## src/rtl/score_pulse_gen_if.sv

```systemverilog
// Handshake bundle between the scoring logic and the pulse generator:
// scoring events in, display pulse train and status out.
interface score_pulse_gen_if;
  logic       score_valid;
  logic [3:0] get_score;
  logic       game_end;
  logic       score_signal;
  logic [7:0] pending;
  logic       busy;
  logic       overflow;

  modport master (
    output score_valid, get_score, game_end,
    input  score_signal, pending, busy, overflow
  );

  modport slave (
    input  score_valid, get_score, game_end,
    output score_signal, pending, busy, overflow
  );
endinterface

```

## src/rtl/score_pulse_gen.sv

```systemverilog
// Turns multi-point scoring events into a train of one-point pulses for a
// downstream display counter; points queue up in a saturating pending count.
module score_pulse_gen #(
  parameter int PULSE_HIGH = 2,
  parameter int PULSE_LOW  = 2
) (
  input  logic              sclk,
  input  logic              rst,
  score_pulse_gen_if.slave  bus
);

  localparam logic [3:0] HIGH_LAST = 4'(PULSE_HIGH - 1);
  localparam logic [3:0] LOW_LAST  = 4'(PULSE_LOW - 1);

  typedef enum logic [1:0] {IDLE, HIGH, LOW} state_t;

  state_t     state;
  logic [3:0] phase;
  logic [7:0] pending;
  logic       pulse;
  logic       ovf;

  logic       accept;
  logic [3:0] pts;
  logic       dec;
  logic [9:0] sum;

  function automatic logic [7:0] sat_u8(input logic [9:0] x);
    return (x > 10'd255) ? 8'hFF : x[7:0];
  endfunction

  assign accept = bus.score_valid && !bus.game_end && (bus.get_score != 4'd0);
  assign pts    = accept ? bus.get_score : 4'd0;

  // A point is consumed on exactly the edges that start a new high phase.
  assign dec = (pending != 8'd0) &&
               ((state == IDLE) || (state == LOW && phase == LOW_LAST));

  assign sum = {2'b00, pending} + {6'd0, pts} - {9'd0, dec};

  always_ff @(posedge sclk or posedge rst) begin
    if (rst) begin
      state   <= IDLE;
      phase   <= 4'd0;
      pending <= 8'd0;
      pulse   <= 1'b0;
      ovf     <= 1'b0;
    end else begin
      pending <= sat_u8(sum);
      if (sum > 10'd255) ovf <= 1'b1;

      case (state)
        IDLE: begin
          phase <= 4'd0;
          if (dec) begin
            state <= HIGH;
            pulse <= 1'b1;
          end
        end
        HIGH: begin
          if (phase == HIGH_LAST) begin
            state <= LOW;
            phase <= 4'd0;
            pulse <= 1'b0;
          end else begin
            phase <= phase + 4'd1;
          end
        end
        LOW: begin
          if (phase == LOW_LAST) begin
            phase <= 4'd0;
            if (dec) begin
              state <= HIGH;
              pulse <= 1'b1;
            end else begin
              state <= IDLE;
            end
          end else begin
            phase <= phase + 4'd1;
          end
        end
        default: begin
          state <= IDLE;
          phase <= 4'd0;
          pulse <= 1'b0;
        end
      endcase
    end
  end

  assign bus.score_signal = pulse;
  assign bus.pending      = pending;
  assign bus.overflow     = ovf;
  assign bus.busy         = (pending != 8'd0) || (state != IDLE);

endmodule

```

## src/flat_wrapper.sv

```systemverilog
// flat-port wrapper written by rule: the top's interface ports become plain ports
module score_pulse_gen_flat 
#(
  parameter int PULSE_HIGH = 2,
  parameter int PULSE_LOW  = 2
)
  (sclk, rst, bus_score_valid, bus_get_score, bus_game_end, bus_score_signal, bus_pending, bus_busy, bus_overflow);
  score_pulse_gen_if bus_i ();
  input  logic sclk;
  input  logic rst;
  input wire logic [$bits(bus_i.score_valid)-1:0] bus_score_valid;
  input wire logic [$bits(bus_i.get_score)-1:0] bus_get_score;
  input wire logic [$bits(bus_i.game_end)-1:0] bus_game_end;
  output wire logic [$bits(bus_i.score_signal)-1:0] bus_score_signal;
  output wire logic [$bits(bus_i.pending)-1:0] bus_pending;
  output wire logic [$bits(bus_i.busy)-1:0] bus_busy;
  output wire logic [$bits(bus_i.overflow)-1:0] bus_overflow;
  assign bus_i.score_valid = bus_score_valid;
  assign bus_i.get_score = bus_get_score;
  assign bus_i.game_end = bus_game_end;
  assign bus_score_signal = bus_i.score_signal;
  assign bus_pending = bus_i.pending;
  assign bus_busy = bus_i.busy;
  assign bus_overflow = bus_i.overflow;
  score_pulse_gen #(.PULSE_HIGH(PULSE_HIGH), .PULSE_LOW(PULSE_LOW)) u_core (.sclk(sclk), .rst(rst), .bus(bus_i));
endmodule
```

## config.mk

```make
export PLATFORM = sky130hd
export DESIGN_NAME = score_pulse_gen_flat
export DESIGN_NICKNAME = d
export VERILOG_FILES = /design/src/rtl/score_pulse_gen_if.sv /design/src/rtl/score_pulse_gen.sv /design/src/flat_wrapper.sv
export SDC_FILE = /design/constraint.sdc
export NUM_CORES = 1
export LEC_CHECK = 0
export CAP_MARGIN = 40
export CORE_MARGIN = 2
export CORE_UTILIZATION = 48
export DETAILED_ROUTE_END_ITERATION = 10
export PLACE_DENSITY = 0.75
export SLEW_MARGIN = 25
export SYNTH_ARGS = -nofsm -noshare
export SYNTH_HDL_FRONTEND = slang
export SYNTH_SLANG_ARGS = --single-unit
export TNS_END_PERCENT = 100
```

## constraint.sdc

```tcl
create_clock -name sclk -period 2.3 [get_ports sclk]
set_clock_uncertainty 0.05 [all_clocks]
set_input_delay 0.575 -clock sclk [delete_from_list [all_inputs] [get_ports sclk]]
set_output_delay 0.575 -clock sclk [all_outputs]
set_load 0.005 [all_outputs]
```

==> summary.md <==
| Metric | Value |
|---|---|
| Register bit total from synthesis | 16 |
| Fmax | between 0.3 and 0.4 GHz |
| WP data arrival | 2.77 ns |
| Setup TNS Final | -2.85 ns |
| Critical path capture point type | flop |
| RSZ-0062 raised after global routing | yes |
| Post-Layout Cell Count | between 200 and 250 |
| M1 GR Usage | 0.334 |
| Fin util | 0.876 |
| Worst Tran Pin Value | 0.617 ns |
| Crit path required time | 2.43 ns |
| ANT nets after route | 0 |
| Critical path type | primary input to flop |
| Layout cells sized above 1 | 0.478 |
| Most Used Layer, Global Route | met2 |
| DIE AREA | 3010 um^2 |
| Max clock buf depth | 2 |
| Vias in the first global route | 1308 |
| Setup WS post-layout | -0.348 ns |
| First-pass GRT wire length | 6130 um |
| Hold path startpoint | u_core.bus.overflow$_DFFE_PP0N_ |
| P&R area growth vs syn | 73.0% |
| Sw Share | 0.452 |
| Post-DP HPWL | 2660 um |
| Yosys cell types | 39 |
| Clk pwr share | 0.065 |
| Initial antenna violation count | 0 |
| Via count | 1394 |
| GRT Residual Overflow | 0 |
| Pin count of the biggest net entering global routing | 17 |
| Pre-CTS setup slack | -0.991 ns |
| Failing checks | setup timing |
| Slew Limit Fails | 0 |
| Syn Nets | approximately 160 |
| Total GRT Usage | 0.302 |
| Cell Rows | 18 |
| Startpoint class of the critical path | primary input |
| Internal power | about 1600 uW |
| Comb pwr share | 0.757 |
| Reg-to-Reg Start | u_core.state[1]$_DFFE_PP0P_ |
| Met3 Track Usage GR | 0.0410 |
| Min-delay worst type | flop to flop |
| Diodes inserted | 0 |
| Syn_area_per_cell | 9.07 um^2 |
| Largest fanout on the critical path | 5 |
| Final setup violation count | 9 |
| # Max-Cap Violations | 0 |
| DR pass1 iterations | 4 |
| Period utilisation layout | 1.15 |
| Power, Total | 2900 uW |
| Post-synth ARST share | 1.00 |
| Final Hold Vio Count | 0 |
| Met2 usage | 0.579 |
| DRT Wirelength | 4990 um |
| Post-route DRC | 0 |
| Endpoint, Worst Hold | u_core.bus.overflow$_DFFE_PP0N_ |
| Power per cell area | 1350 nW/um^2 |
| Leak pwr | roughly 0.00098 uW |
| CTS tree | built |
| Port Buffers | 18 |
| Sequential power share | 0.178 |
| Peak VDD IR | 968 uV |
| Commonest non-fill, non-tap cell in the layout | buf_4 |
| Post-synth EDFFs | 0 |
| Initial DRC count | 73 |
| H-Tree Depth | 1 |
| Root buf cell | clkbuf_4 |
| Main synth FF type | dfrtp_1 |
| Min Tclk post-route | 2.65 ns |
| Clock slew at reported path FFs | 0.09 ns |
| Dpl cells | 221 |
| Post-synthesis sequential area ratio | 0.322 |
| Clock Sink Count | 16 |
| Launch point of the worst path | bus_score_valid |
| Reg2Reg Depth | 10 |
| Top Ports | 19 |
| Die Height | 54.9 um |
| Die width | 54.9 um |
| Worst Hold Depth | 1 |
| Gpl congestion | 0.844 |
| Worst flop-to-flop path endpoint | u_core.bus.pending[7]$_DFF_PP0_ |
| P_sw | 1310 uW |
| Fin nets | 228 |
| Most frequent cells in the layout | buf_4 (42), dfrtp_1 (16), nand2_1 (15) |
| Core footprint | between 2000 and 2500 um^2 |
| Reg2reg setup slack | -0.29 ns |
| Status | finished with violations |
| Skew-Pair Late Insertion Delay | 0.29 ns |
| Mapped cell area | 1240 um^2 |
| Mapped Cells | 137 |
| Slew HR | 0.588 |
| Routed WL per cell | 21.2 um |
| Synth warn | 0 |
| Initial Util | 0.506 |
| CTS Buf Count | 3 |
| Vias per Instance | 5.93 |
## routing by layer
metal,part of all wire,vias up
met5,0,-
met1,0.37,663
met2,0.50,94
li1,-,611
met3,0.074,26
met4,0.052,0
## layout make-up
cell class	count	area [um^2]
Clock buffer	4	36.3
Sequential cell	16	400
Multi-Input combinational cell	110	1080
Timing Repair Buffer	66	564
Fill cell	111	305
Tap cell	30	37.5
Inverter	9	33.8
## power groups by stage
stage               Clock (uW)  Sequential, uW  Combinational (uW)
floorplan                    0             553                 844
global placement             0             492                1600
detailed placement           0             498                1670
CTS                        191             500                1930
global route               202             529                2310
finish                     189             516                2190
## sequential cells by signal (all words and copies together), names as in the netlist
| name | count |
|---|---|
| u_core.bus.overflow | 1 |
| u_core.bus.pending | 8 |
| u_core.bus.score_signal | 1 |
| u_core.phase | 4 |
| u_core.state | 2 |
## per-stage QoR
stage,hold WS [ns],cell area [um^2]
final,0.426,2150
after global routing,0.460,2150
after CTS,0.431,2070
after detailed placement,0.405,1830
after global placement,0.401,1830
after floorplan,0.407,1350
## synth_stat cells (2+ instances only)
cell type  instances  area share
dfrtp_1           16        0.32
nand2_1           16       0.048
nor2_1            16       0.048
ha_1              13        0.13
inv_1              9       0.027
xnor2_1            8       0.056
o21ai_0            6       0.024
xor2_1             6       0.042
a211oi_1           5       0.030
and2_1             5       0.025
a21oi_1            4       0.016
a21o_1             2       0.012
a21oi_2            2       0.014
buf_4              2       0.012
nand2b_1           2       0.010
nor3_1             2      0.0081
## what timing repair did
action / 4_1_cts / 5_1_grt
cloned: 1 / 0
setup buffers: 7 / 3
resized for setup: 45 / 15
hold buffers: 0 / 0
pin swaps: 23 / 15
endpoints found under the setup margin: 10 / 10
## how the worst max path moves through the flow
stage                                            endpoint  slack [ns]  cells past startpoint
after detailed placement  u_core.bus.pending[7]$_DFF_PP0_       -0.99                     11
final                     u_core.bus.pending[7]$_DFF_PP0_       -0.35                     12
after global placement    u_core.bus.pending[7]$_DFF_PP0_       -0.93                     11
after CTS                 u_core.bus.pending[7]$_DFF_PP0_       -0.28                     11
after floorplan           u_core.bus.pending[7]$_DFF_PP0_       -0.37                     10
after global routing      u_core.bus.pending[7]$_DFF_PP0_       -0.43                     11
## critical path, stage by stage
cell	delay (ns)
buf_6	0.09
nor2b_4	0.13
and2_4	0.14
ha_4	0.17
buf_6	0.12
buf_4	0.13
a21o_1	0.17
a211oi_2	0.33
o211ai_1	0.19
o31a_2	0.43
a21oi_4	0.20
nand2_1	0.09
## cells by family (layout without fill, tap and decap cells)
family	after synthesis	count (layout)	synth area share
simple gates	51	51	0.201
compound gates	29	30	0.178
flops	16	16	0.322
fa+ha+maj	14	14	0.147
xor+xnor	14	14	0.0987
buf+inv	12	79	0.0433
mux	1	1	0.00906
(Power assumes the default switching activity.)
